`src/rtl/bus_cycle_controller_if.sv`:
```
// Bus-side signal bundle for bus_cycle_controller.
// Handshake: cpu_ready is the only flow-control signal toward the CPU. A
// cycle advances out of T3/TW on the clock where cpu_ready is high. The
// controller holds cpu_ready low for wait states, for io_channel_ready low,
// and while the bus is granted to DMA. bus_hold_request/bus_hold_acknowledge
// form a level handshake: acknowledge rises only from IDLE, and it stays high
// until the request drops.
interface bus_cycle_controller_if;
  logic [2:0]  cpu_status;
  logic [19:0] cpu_address;
  logic        io_channel_ready;
  logic        bus_hold_request;
  logic        bus_hold_acknowledge;
  logic [19:0] address;
  logic        address_latch_enable;
  logic        address_enable_n;
  logic        io_read_n;
  logic        io_write_n;
  logic        memory_read_n;
  logic        memory_write_n;
  logic        interrupt_acknowledge_n;
  logic        data_bus_direction;
  logic        cpu_ready;

  // Controller side: owns the commands and the latched address.
  modport master (
    input  cpu_status, cpu_address, io_channel_ready, bus_hold_request,
    output bus_hold_acknowledge, address, address_latch_enable,
           address_enable_n, io_read_n, io_write_n, memory_read_n,
           memory_write_n, interrupt_acknowledge_n, data_bus_direction,
           cpu_ready
  );

  // CPU / peripheral / DMA side.
  modport slave (
    output cpu_status, cpu_address, io_channel_ready, bus_hold_request,
    input  bus_hold_acknowledge, address, address_latch_enable,
           address_enable_n, io_read_n, io_write_n, memory_read_n,
           memory_write_n, interrupt_acknowledge_n, data_bus_direction,
           cpu_ready
  );
endinterface

```
`src/rtl/bus_cycle_controller.sv`:
```
// 8288-style bus command generator. It decodes the CPU status S2..S0 into a
// T1..T4 bus cycle and drives the latched address and the active-low
// command strobes. It inserts wait states through cpu_ready, and it grants
// the bus to DMA between CPU cycles.
module bus_cycle_controller #(
  parameter logic [2:0] io_wait_states     = 3'd1,
  parameter logic [2:0] memory_wait_states = 3'd0
) (
  input  logic                          clock,
  input  logic                          reset,
  bus_cycle_controller_if.master        bus,
  output logic [2:0]                    state_debug
);

  typedef enum logic [2:0] {
    IDLE = 3'd0,
    T1   = 3'd1,
    T2   = 3'd2,
    T3   = 3'd3,
    TW   = 3'd4,
    T4   = 3'd5,
    HOLD = 3'd6
  } state_t;

  localparam logic [2:0] STATUS_PASSIVE = 3'b111;
  localparam logic [2:0] STATUS_HALT    = 3'b011;
  localparam logic [4:0] CMD_NONE       = 5'b11111;

  state_t      state;
  logic [2:0]  cycle_type;
  logic [2:0]  wait_count;
  logic        passive_seen;
  logic [19:0] address_q;
  logic        ale_q;
  logic        ack_q;
  logic        dir_q;
  // Command strobes packed as {inta_n, ior_n, iow_n, memr_n, memw_n}.
  logic [4:0]  cmd_n_q;
  logic        cycle_start;
  logic        wait_done;

  // Strobe pattern for a cycle type; CODE fetches share memory_read_n.
  function automatic logic [4:0] command_for(input logic [2:0] t);
    case (t)
      3'b000:  return 5'b01111;
      3'b001:  return 5'b10111;
      3'b010:  return 5'b11011;
      3'b100:  return 5'b11101;
      3'b101:  return 5'b11101;
      3'b110:  return 5'b11110;
      default: return CMD_NONE;
    endcase
  endfunction

  // Cycles whose data flows toward the CPU: INTA, IOR, CODE, MEMR.
  function automatic logic toward_cpu(input logic [2:0] t);
    return (t == 3'b000) || (t == 3'b001) || (t == 3'b100) || (t == 3'b101);
  endfunction

  // A new cycle needs a passive status since the last T1. This also blocks
  // a stale status from restarting a cycle after a mid-cycle reset.
  assign cycle_start = passive_seen &&
                       (bus.cpu_status != STATUS_PASSIVE) &&
                       (bus.cpu_status != STATUS_HALT);
  assign wait_done   = (wait_count == 3'd0) && bus.io_channel_ready;

  // Bus cycle sequencer with registered strobes, address latch and hold grant.
  always_ff @(posedge clock) begin
    if (reset) begin
      state        <= IDLE;
      cycle_type   <= STATUS_PASSIVE;
      wait_count   <= 3'd0;
      passive_seen <= 1'b0;
      address_q    <= 20'd0;
      ale_q        <= 1'b0;
      ack_q        <= 1'b0;
      dir_q        <= 1'b0;
      cmd_n_q      <= CMD_NONE;
    end else begin
      if (bus.cpu_status == STATUS_PASSIVE) passive_seen <= 1'b1;
      case (state)
        IDLE: begin
          if (bus.bus_hold_request) begin
            state <= HOLD;
            ack_q <= 1'b1;
          end else if (cycle_start) begin
            state        <= T1;
            cycle_type   <= bus.cpu_status;
            address_q    <= bus.cpu_address;
            ale_q        <= 1'b1;
            dir_q        <= toward_cpu(bus.cpu_status);
            passive_seen <= 1'b0;
          end
        end
        HOLD: begin
          if (!bus.bus_hold_request) begin
            state <= IDLE;
            ack_q <= 1'b0;
          end
        end
        T1: begin
          state      <= T2;
          ale_q      <= 1'b0;
          // Status codes with S2 low are INTA/IOR/IOW; HALT never gets here.
          wait_count <= cycle_type[2] ? memory_wait_states : io_wait_states;
          cmd_n_q    <= command_for(cycle_type);
        end
        T2: state <= T3;
        T3, TW: begin
          if (wait_done) begin
            state   <= T4;
            cmd_n_q <= CMD_NONE;
          end else begin
            state <= TW;
            if (wait_count != 3'd0) wait_count <= wait_count - 3'd1;
          end
        end
        T4: begin
          state <= IDLE;
          dir_q <= 1'b0;
        end
        default: state <= IDLE;
      endcase
    end
  end

  assign bus.cpu_ready = !(((state == T3) || (state == TW)) && !wait_done) &&
                         (state != HOLD);

  assign bus.address                 = address_q;
  assign bus.address_latch_enable    = ale_q;
  assign bus.bus_hold_acknowledge    = ack_q;
  // Address drivers are disabled while DMA owns the bus.
  assign bus.address_enable_n        = ack_q;
  assign bus.interrupt_acknowledge_n = cmd_n_q[4];
  assign bus.io_read_n               = cmd_n_q[3];
  assign bus.io_write_n              = cmd_n_q[2];
  assign bus.memory_read_n           = cmd_n_q[1];
  assign bus.memory_write_n          = cmd_n_q[0];
  assign bus.data_bus_direction      = dir_q;
  assign state_debug                 = state;

endmodule
```
`src/flat_wrapper.sv`:
```
// flat-port wrapper written by rule: the top's interface ports become plain ports
module bus_cycle_controller_flat 
#(
  parameter logic [2:0] io_wait_states     = 3'd1,
  parameter logic [2:0] memory_wait_states = 3'd0
)
  (clock, reset, state_debug, bus_cpu_status, bus_cpu_address, bus_io_channel_ready, bus_bus_hold_request, bus_bus_hold_acknowledge, bus_address, bus_address_latch_enable, bus_address_enable_n, bus_io_read_n, bus_io_write_n, bus_memory_read_n, bus_memory_write_n, bus_interrupt_acknowledge_n, bus_data_bus_direction, bus_cpu_ready);
  bus_cycle_controller_if bus_i ();
  input  logic clock;
  input  logic reset;
  output logic [2:0] state_debug;
  input wire logic [$bits(bus_i.cpu_status)-1:0] bus_cpu_status;
  input wire logic [$bits(bus_i.cpu_address)-1:0] bus_cpu_address;
  input wire logic [$bits(bus_i.io_channel_ready)-1:0] bus_io_channel_ready;
  input wire logic [$bits(bus_i.bus_hold_request)-1:0] bus_bus_hold_request;
  output wire logic [$bits(bus_i.bus_hold_acknowledge)-1:0] bus_bus_hold_acknowledge;
  output wire logic [$bits(bus_i.address)-1:0] bus_address;
  output wire logic [$bits(bus_i.address_latch_enable)-1:0] bus_address_latch_enable;
  output wire logic [$bits(bus_i.address_enable_n)-1:0] bus_address_enable_n;
  output wire logic [$bits(bus_i.io_read_n)-1:0] bus_io_read_n;
  output wire logic [$bits(bus_i.io_write_n)-1:0] bus_io_write_n;
  output wire logic [$bits(bus_i.memory_read_n)-1:0] bus_memory_read_n;
  output wire logic [$bits(bus_i.memory_write_n)-1:0] bus_memory_write_n;
  output wire logic [$bits(bus_i.interrupt_acknowledge_n)-1:0] bus_interrupt_acknowledge_n;
  output wire logic [$bits(bus_i.data_bus_direction)-1:0] bus_data_bus_direction;
  output wire logic [$bits(bus_i.cpu_ready)-1:0] bus_cpu_ready;
  assign bus_i.cpu_status = bus_cpu_status;
  assign bus_i.cpu_address = bus_cpu_address;
  assign bus_i.io_channel_ready = bus_io_channel_ready;
  assign bus_i.bus_hold_request = bus_bus_hold_request;
  assign bus_bus_hold_acknowledge = bus_i.bus_hold_acknowledge;
  assign bus_address = bus_i.address;
  assign bus_address_latch_enable = bus_i.address_latch_enable;
  assign bus_address_enable_n = bus_i.address_enable_n;
  assign bus_io_read_n = bus_i.io_read_n;
  assign bus_io_write_n = bus_i.io_write_n;
  assign bus_memory_read_n = bus_i.memory_read_n;
  assign bus_memory_write_n = bus_i.memory_write_n;
  assign bus_interrupt_acknowledge_n = bus_i.interrupt_acknowledge_n;
  assign bus_data_bus_direction = bus_i.data_bus_direction;
  assign bus_cpu_ready = bus_i.cpu_ready;
  bus_cycle_controller #(.io_wait_states(io_wait_states), .memory_wait_states(memory_wait_states)) u_core (.clock(clock), .reset(reset), .bus(bus_i), .state_debug(state_debug));
endmodule
```
`config.mk`:
```
export PLATFORM = sky130hd
export DESIGN_NAME = bus_cycle_controller_flat
export DESIGN_NICKNAME = d
export VERILOG_FILES = /design/src/rtl/bus_cycle_controller_if.sv /design/src/rtl/bus_cycle_controller.sv /design/src/flat_wrapper.sv
export SDC_FILE = /design/constraint.sdc
export NUM_CORES = 1
export LEC_CHECK = 0
export BUFFER_PORTS_ARGS = -buffer_cell sky130_fd_sc_hd__buf_4
export CELL_PAD_IN_SITES_DETAIL_PLACEMENT = 1
export CELL_PAD_IN_SITES_GLOBAL_PLACEMENT = 2
export CORE_MARGIN = 2
export CORE_UTILIZATION = 24
export DETAILED_ROUTE_END_ITERATION = 16
export GPL_TIMING_DRIVEN = 0
export PLACE_DENSITY = 0.79
export SLEW_MARGIN = 20
export SYNTH_ARGS = -nofsm -noshare
export SYNTH_HDL_FRONTEND = slang
export SYNTH_SLANG_ARGS = --single-unit
```
`constraint.sdc`:
```
create_clock -name clock -period 1.3 [get_ports clock]
set_input_delay 0.39 -clock clock [delete_from_list [all_inputs] [get_ports clock]]
set_output_delay 0.39 -clock clock [all_outputs]
set_load 0.01 [all_outputs]
```
==> results.txt, run 1 <==
----------------------------------------------------
[Status]
  Status ... finished, violations left
  Violated checks ... negative setup slack

[Floorplan]
  Initial core utilization ... 0.252
  Vertical extent of the die ... roughly 86 um
  Area enclosed by the die boundary ... about 7400 um2
  Horiz. Die Dim ... ~86 um
  Total I/O pin count ... 60
  Site Rows ... 29
  Total core area ... around 6500 um2

[Global route]
  Largest net degree at the start of global routing ... 13
  Most used routing layer in global routing ... met2
  Met2 capacity usage during global routing ... 0.252
  Number of global-route vias before repair ... between 1.5k and 2k
  Global-route wire length before repair ... roughly 9000 um
  Routing usage on met1 ... 0.196
  Initial antenna violation count ... 0
  Global Route Usage Sum ... 0.151
  Overflow after GRT ... 0
  Met3 Track Usage GR ... 0.0390

[Drt]
  Violation count after the first detailed-routing iteration ... 74
  Pre-Repair DR Iteration Count ... 4
  Vias per cell ... between 4 and 5
  Final WL ... about 5600 um
  Number of nets with antenna violations after routing ... 0
  Overall via count from detail_route ... approximately 1.8k
  Total DRC errors in the routed layout ... 0
  Wire length per cell ... 15.1 um

[Setup path]
  Reg2reg path depth ... 5
  Capturing element type of the critical path ... primary output
  Arrival time at the worst endpoint ... between 1000 and 1500 ps
  Source of the worst register-to-register timing path ... u_core.state_debug[0]
  Series of cell instances along the critical path ... inv_2 -> ha_4 -> nand3b_1 -> a21boi_2 -> a31oi_1 -> buf_4
  Max incr delay on CP ... 330 ps
  Flop-to-flop setup slack ... -290 ps
  CP max FO ... 2
  Slowest-stage cell, CP ... sky130_fd_sc_hd__dfxtp_2
  Critical Setup Path Class ... flip-flop to primary output
  FF-to-FF End ... u_core.wait_count[2]
  Worst path required time ... 910 ps
  Worst setup SP type ... flip-flop

[Clock tree]
  H-tree depth ... 2
  Clock edge transition at the registers on the reported setup and hold paths ... roughly 80 ps
  Clock network latency to the later pin of the worst-skew pair ... roughly 280 ps
  Clock tree from TritonCTS ... built
  CTS sink count ... 38
  Clock buffers created by TritonCTS ... 5
  Max clock buf depth ... 2
  Root Buffer ... sky130_fd_sc_hd__clkbuf_8

[Pwr]
  Total power divided by cell area ... between 1000 and 1500 nW/um2
  VDD IR max ... approximately 550 uV
  Leakage ... ~1.3 nW

[Timing]
  Worst clock skew ... 5.13 ps
  Endpoints failing hold ... 0
  Relative slew slack ... 0.585
  Final-report setup violation count ... 35
  Number of pins with negative max-slew slack in the final report ... 0
  Smallest hold slack ... approximately 340 ps
  Transition time at the pin with the least slew margin ... 622 ps
  Crit path setup slack, layout ... -443 ps
  Period utilization ... 1.34
  Tmin final ... about 1700 ps
  Peak clock frequency supported by timing ... around 570 MHz
  Unrepaired setup endpoints after global routing ... yes

[Yosys]
  Post-synthesis async set-or-reset flop share ... 0
  #FFs+latches synth ... 38
  Fraction of post-synthesis cell area in the top cell type by area ... 0.468
  Post-synthesis sequential area ratio ... 0.468
  Post-Synthesis Mean Instance Area ... roughly 8.1 um2
  Gate Count Post-Synth ... about 200
  Leading cell types by total area after synthesis ... sky130_fd_sc_hd__dfxtp_1 (47%), sky130_fd_sc_hd__nand2_1 (12%), sky130_fd_sc_hd__a21oi_1 (8.3%), sky130_fd_sc_hd__nor4_1 (3.1%), sky130_fd_sc_hd__buf_4 (2.3%)
  Cell taking the most area after synthesis ... sky130_fd_sc_hd__dfxtp_1
  Post-Synthesis Cell Area ... approximately 1600 um2
  Number of nets produced by synthesis ... 230
  Most used flip-flop cell after synthesis ... sky130_fd_sc_hd__dfxtp_1
  Number of distinct library cells after synthesis ... 39
  Synthesis Warnings ... 0
  Number of synthesized flops with an enable pin ... 0

[Final layout]
  Most frequent standard cell in the layout excluding fill and tap cells ... sky130_fd_sc_hd__buf_4
  Number of inserted filler cells in the final layout ... 742
  Count of nets after finishing ... ~320
  Share of post-route cells with drive strength above 1 ... 0.641
  Number of inserted diodes ... 0
  Post-route insts no fill ... about 370
  Multi-input gate area in the final layout ... ~1200 um2
  Area Growth Syn to Fin ... 85.3%
  Sequential cell area ... just under 800 um2
  Commonest cells after routing, fill and taps aside ... sky130_fd_sc_hd__buf_4 (69), sky130_fd_sc_hd__dfxtp_1 (33), sky130_fd_sc_hd__nand2_4 (24)

[Place]
  Weighted congestion at the end of routability-driven global placement ... 0.772
  Number of cells in the design after placement ... 337
  Worst setup timing slack at the placement stage ... -418 ps
  Number of buffers inserted by port buffering ... roughly 60
  Post-DP HPWL ... approximately 3600 um

[Hold path]
  Type of the most critical hold path ... input pin to flip-flop
  Hold Crit Start ... bus_cpu_address[7]
  Number of stages on the worst hold path ... 3
  Hold worst-path end ... u_core.bus.address[7]

[Flow run]
  Maximum Capacitance Violations ... 0

----------------------------------------------------
-- flip-flops by register name (all words and copies together) (netlist names) --
signal,cells
u_core.cmd_n_q,5
u_core.bus.data_bus_direction,1
u_core.bus.address,20
u_core.bus.address_latch_enable,1
u_core.state_debug,3
u_core.cycle_type,3
u_core.wait_count,3
u_core.passive_seen,1
u_core.bus.address_enable_n,1
-- worst max-delay path: cells and delay by family (launching register included) --
kind | cells | cell delay (ps)
AO/OA/AOI/OAI | 2 | 310
adder cells (fa/ha/maj) | 1 | 130
buffers and inverters | 2 | 210
flip-flops | 1 | 330
AND/OR/NAND/NOR | 1 | 90
-- how the worst max path moves through the flow --
stage	startpoint	endpoint	slack, ps	cells after the start
final	u_core.wait_count[0]	bus_cpu_ready	-440	6
after global placement	bus_bus_hold_request	u_core.bus.address[2]	-400	6
after global routing	u_core.wait_count[0]	bus_cpu_ready	-520	6
after floorplan	u_core.state_debug[2]	u_core.wait_count[2]	-120	4
after detailed placement	bus_bus_hold_request	u_core.cycle_type[0]	-420	6
after CTS	u_core.wait_count[0]	bus_cpu_ready	-450	6
-- layer usage --
| metal | vias up | share of wire | wire, um |
|---|---|---|---|
| met2 | 43 | 0.51 | 2860 |
| met5 | - | 0 | 0 |
| met4 | 0 | 0.0072 | 40 |
| met1 | 850 | 0.43 | 2380 |
| li1 | 865 | - | - |
| met3 | 2 | 0.049 | 274 |
-- what timing repair did --
action / in CTS / in global routing
setup buffers: 12 / 7
pin swaps: 25 / 35
resized for setup: 78 / 66
endpoints found under the setup margin: 36 / 37
hold buffers: 0 / 0
cloned: 5 / 0
-- power by group --
part           leakage [nW]  internal [mW]  switching [mW]
clock network        0.0472          0.427           0.436
logic                 0.915          0.508           0.476
registers             0.310           1.23          0.0606
-- synthesized netlist by cell type (2+ instances only) --
cell type                  instances
sky130_fd_sc_hd__ha_1              2
sky130_fd_sc_hd__dfxtp_1          38
sky130_fd_sc_hd__nand2_1          50
sky130_fd_sc_hd__a31oi_1           2
sky130_fd_sc_hd__clkbuf_1          6
sky130_fd_sc_hd__nor4_1            8
sky130_fd_sc_hd__nand3_1           2
sky130_fd_sc_hd__a21o_1            2
sky130_fd_sc_hd__o31ai_1           2
sky130_fd_sc_hd__and3_1            2
sky130_fd_sc_hd__o21ai_0           2
sky130_fd_sc_hd__nand3b_1          2
sky130_fd_sc_hd__buf_2             3
sky130_fd_sc_hd__a21boi_0          2
sky130_fd_sc_hd__nor3_1            7
sky130_fd_sc_hd__buf_4             5
sky130_fd_sc_hd__a21oi_1          27
sky130_fd_sc_hd__nand2b_1          5
sky130_fd_sc_hd__nor2_1           10
sky130_fd_sc_hd__inv_1             5
-- logic make-up after synthesis --
group | synth area share
compound gates | 0.191
fa+ha+maj | 0.0154
buf+inv | 0.0624
flops | 0.468
mux | 0.0154
simple gates | 0.248
-- final cells by class --
cell class	count	share of cell area
multi-input cells	142	0.386
flip-flops and latches	38	0.256
repair buffers	81	0.231
plain buffers	15	0.0553
well taps	77	0.0320
clock buffers	6	0.0274
inverters	6	0.00748
clock inverters	2	0.00415
-- through the flow --
step                cell area [um2]  total power [mW]   util  TNS, ps
global route                   3010              3.32  0.466   -10470
detailed placement             2190              1.97  0.339   -11600
finish                         3010              3.14  0.466    -7900
CTS                            2750              3.06  0.425    -7880
floorplan                      1650              1.72      -     -965
global placement               2190              1.96  0.339   -11290
(Power assumes the default switching activity.)
==> inputs of run 2 (changes only) <==
ABC_AREA = 1   (was default)
CELL_PAD_IN_SITES_GLOBAL_PLACEMENT = 1   (was 2)
CORE_UTILIZATION = 30   (was 24)
PLACE_DENSITY = 0.78   (was 0.79)
SLEW_MARGIN = 25   (was 20)
==> results.txt, run 2 <==
----------------------------------------------------
[Final layout]
  Number of inserted diodes ... 0
  Share of the core filled with cells in the final layout ... 0.539
  Area Growth Syn to Fin ... 70.7%
  Largest register FFs ... 20
  Count of nets after finishing ... between 300 and 400
  Commonest cells after routing, fill and taps aside ... sky130_fd_sc_hd__buf_4 (75), sky130_fd_sc_hd__nor2_1 (49), sky130_fd_sc_hd__dfxtp_1 (32)
  Most frequent standard cell in the layout excluding fill and tap cells ... sky130_fd_sc_hd__buf_4
  Number of inserted filler cells in the final layout ... 624
  Post-route insts no fill ... slightly below 400
  Share of post-route cells with drive strength above 1 ... 0.487

[Timing]
  Peak clock frequency supported by timing ... 608 MHz
  Final-report setup violation count ... 40
  Endpoints failing hold ... 0
  Unrepaired setup endpoints after global routing ... yes
  Tmin final ... 1640 ps
  Worst clock skew ... between 15 and 20 ps
  Number of pins with negative max-slew slack in the final report ... 0
  Transition time at the pin with the least slew margin ... 581 ps
  Crit path setup slack, layout ... -344 ps
  Period utilization ... 1.26
  Relative slew slack ... 0.613

[Yosys]
  Most common cell in the synthesized netlist ... sky130_fd_sc_hd__nor2_1
  Number of synthesized flops with an enable pin ... 0
  Gate Count Post-Synth ... about 220
  Number of nets produced by synthesis ... roughly 250
  Leading post-synthesis cells by instance count ... sky130_fd_sc_hd__nor2_1 (52), sky130_fd_sc_hd__dfxtp_1 (38), sky130_fd_sc_hd__nand2_1 (30)
  Post-synthesis async set-or-reset flop share ... 0
  Post-Synthesis Cell Area ... 1630 um2
  Post-synthesis sequential area ratio ... 0.466
  Leading cell types by total area after synthesis ... sky130_fd_sc_hd__dfxtp_1 (47%), sky130_fd_sc_hd__nor2_1 (12%), sky130_fd_sc_hd__nand3_1 (7.4%), sky130_fd_sc_hd__o21ai_0 (7.4%), sky130_fd_sc_hd__nand2_1 (6.9%)
  Number of distinct library cells after synthesis ... 27
  #FFs+latches synth ... 38
  Most used flip-flop cell after synthesis ... sky130_fd_sc_hd__dfxtp_1
  Cell taking the most area after synthesis ... sky130_fd_sc_hd__dfxtp_1
  Post-Synthesis Mean Instance Area ... 7.52 um2
  Synthesis Warnings ... 0
  Fraction of post-synthesis cell area in the top cell type by area ... 0.466

[Pwr]
  Power share of the sequential group ... 0.358
  Switching power as a share of total power ... 0.365
  VDD IR max ... about 560 uV
  Clock Power Share ... 0.206
  Switching power ... 1.45 mW
  Comb pwr share ... 0.436
  Internal Power ... 2.51 mW
  Leakage ... about 1.3 nW
  Total power divided by cell area ... 1420 nW/um2

[Drt]
  Violation count after the first detailed-routing iteration ... 120
  Final WL ... roughly 6700 um
  Number of nets with antenna violations after routing ... 0
  Vias per cell ... 4.90
  Pre-Repair DR Iteration Count ... 4
  Overall via count from detail_route ... approximately 1.9k
  Wire length per cell ... ~17 um
  Total DRC errors in the routed layout ... 0

[Clock tree]
  Root Buffer ... sky130_fd_sc_hd__clkbuf_8
  H-tree depth ... 2
  Clock edge transition at the registers on the reported setup and hold paths ... about 90 ps
  Clock buffers created by TritonCTS ... 5
  Clock tree from TritonCTS ... built
  Clock network latency to the later pin of the worst-skew pair ... between 200 and 300 ps
  CTS sink count ... 38
  Max clock buf depth ... 2

[Flow run]
  Maximum Capacitance Violations ... 0

[Global route]
  Routing usage on met1 ... 0.230
  Most used routing layer in global routing ... met2
  Global Route Usage Sum ... 0.195
  Number of global-route vias before repair ... approximately 1.9k
  Largest net degree at the start of global routing ... 13
  Met2 capacity usage during global routing ... 0.339
  Global-route wire length before repair ... 9220 um
  Initial antenna violation count ... 0
  Overflow after GRT ... 0
  Met3 Track Usage GR ... 0.0407

[Setup path]
  Critical Setup Path Class ... flip-flop to primary output
  Max incr delay on CP ... ~350 ps
  CP max FO ... 2
  Series of cell instances along the critical path ... inv_2 -> ha_4 -> nand2_4 -> nor2_4 -> o21a_1 -> buf_6
  Worst setup SP type ... flip-flop
  Slowest-stage cell, CP ... sky130_fd_sc_hd__dfxtp_2
  Capturing element type of the critical path ... primary output
  Cell family with most CP delay ... flip-flops
  Worst path required time ... ~910 ps
  Worst path buffer plus inverter count ... 2
  Arrival time at the worst endpoint ... 1250 ps

[Hold path]
  Type of the most critical hold path ... input pin to flip-flop

[Floorplan]
  Area enclosed by the die boundary ... slightly above 6000 um2
  Horiz. Die Dim ... between 70 and 80 um
  Vertical extent of the die ... approximately 78 um
  Total I/O pin count ... 60
  Total core area ... roughly 5200 um2
  Site Rows ... 26
  Initial core utilization ... 0.316

[Place]
  Number of buffers inserted by port buffering ... between 50 and 60
  Number of cells in the design after placement ... ~350
  Post-DP HPWL ... ~3400 um
  Weighted congestion at the end of routability-driven global placement ... ~0.81
  Worst setup timing slack at the placement stage ... -241 ps

[Status]
  Status ... finished, violations left
  Violated checks ... negative setup slack

----------------------------------------------------
[run 2: cell types whose count changed after synthesis, sizes merged, moves of 4 or more]
cell,change
a21oi,-23
clkbuf,-4
inv,+10
nand2,-17
nand2b,-5
nand3,+24
nor2,+43
nor3,-6
nor4,-8
o21ai,+26
[run 2: cells by family (layout without fill, tap and decap cells)]
family / Yosys count / after routing / share of synthesized area
simple gates: 113 / 113 / 0.303
compound gates: 38 / 38 / 0.123
flops: 38 / 38 / 0.466
buf+inv: 25 / 124 / 0.0866
fa+ha+maj: 2 / 2 / 0.0153
xor+xnor: 1 / 1 / 0.00536
[run 2: tightest hold or removal path, cell delays in order]
cell and delay [ps]:
sky130_fd_sc_hd__buf_4 90, sky130_fd_sc_hd__nand2_1 50, sky130_fd_sc_hd__nand3_1 60
[run 2: path summary, 6_finish.rpt]
| path | to | startpoint | depth (start not counted) | slack (ps) |
|---|---|---|---|---|
| min | u_core.cycle_type[2] | bus_cpu_status[2] | 3 | 330 |
| min reg2reg | u_core.bus.address[5] | u_core.bus.address[5] | 2 | 480 |
| max reg2reg | u_core.bus.data_bus_direction | u_core.state_debug[1] | 11 | -320 |
| max | bus_cpu_ready | u_core.wait_count[0] | 6 | -340 |
[run 2: power groups by stage]
stage               clock network (mW)  logic [mW]  registers [mW]
finish                           0.816        1.73            1.42
global route                     0.899        1.85            1.43
CTS                              0.822        1.31            1.40
detailed placement                   0       0.943            1.43
global placement                     0       0.916            1.42
floorplan                            0       0.535            1.45
[run 2: layer usage]
metal  routed length [um]  vias to the layer above
li1                     -                      901
met1                 2740                      913
met2                 3440                       61
met3                  282                       18
met4                  237                        0
met5                    0                        -
[run 2: cell type report]
cell class                 instances  area, um2  share of cell area
inverter                          16       72.6              0.0260
timing repair buffer              91        786               0.282
multi-input combinational        154        900               0.323
sequential                        38        776               0.278
buffer                             9       82.6              0.0296
clock buffer                       6       72.6              0.0260
tap                               70       87.6              0.0314
clock inverter                     2       10.0             0.00359
[run 2: what timing repair did]
item,CTS,global route
cloned,3,1
hold buffers,0,0
setup buffers,20,9
pin swaps,15,12
resized for setup,42,46
endpoints found under the setup margin,5,40
[run 2: through the flow]
step	cell area, um2	hold slack, ps	total power [mW]	TNS, ps
2_1_floorplan	1640	447	1.99	0
5_1_grt	2790	316	4.18	-11040
3_3_place_gp	2170	457	2.34	-2260
4_1_cts	2550	299	3.54	-5480
3_5_place_dp	2170	477	2.37	-3080
6_report	2790	331	3.96	-8640
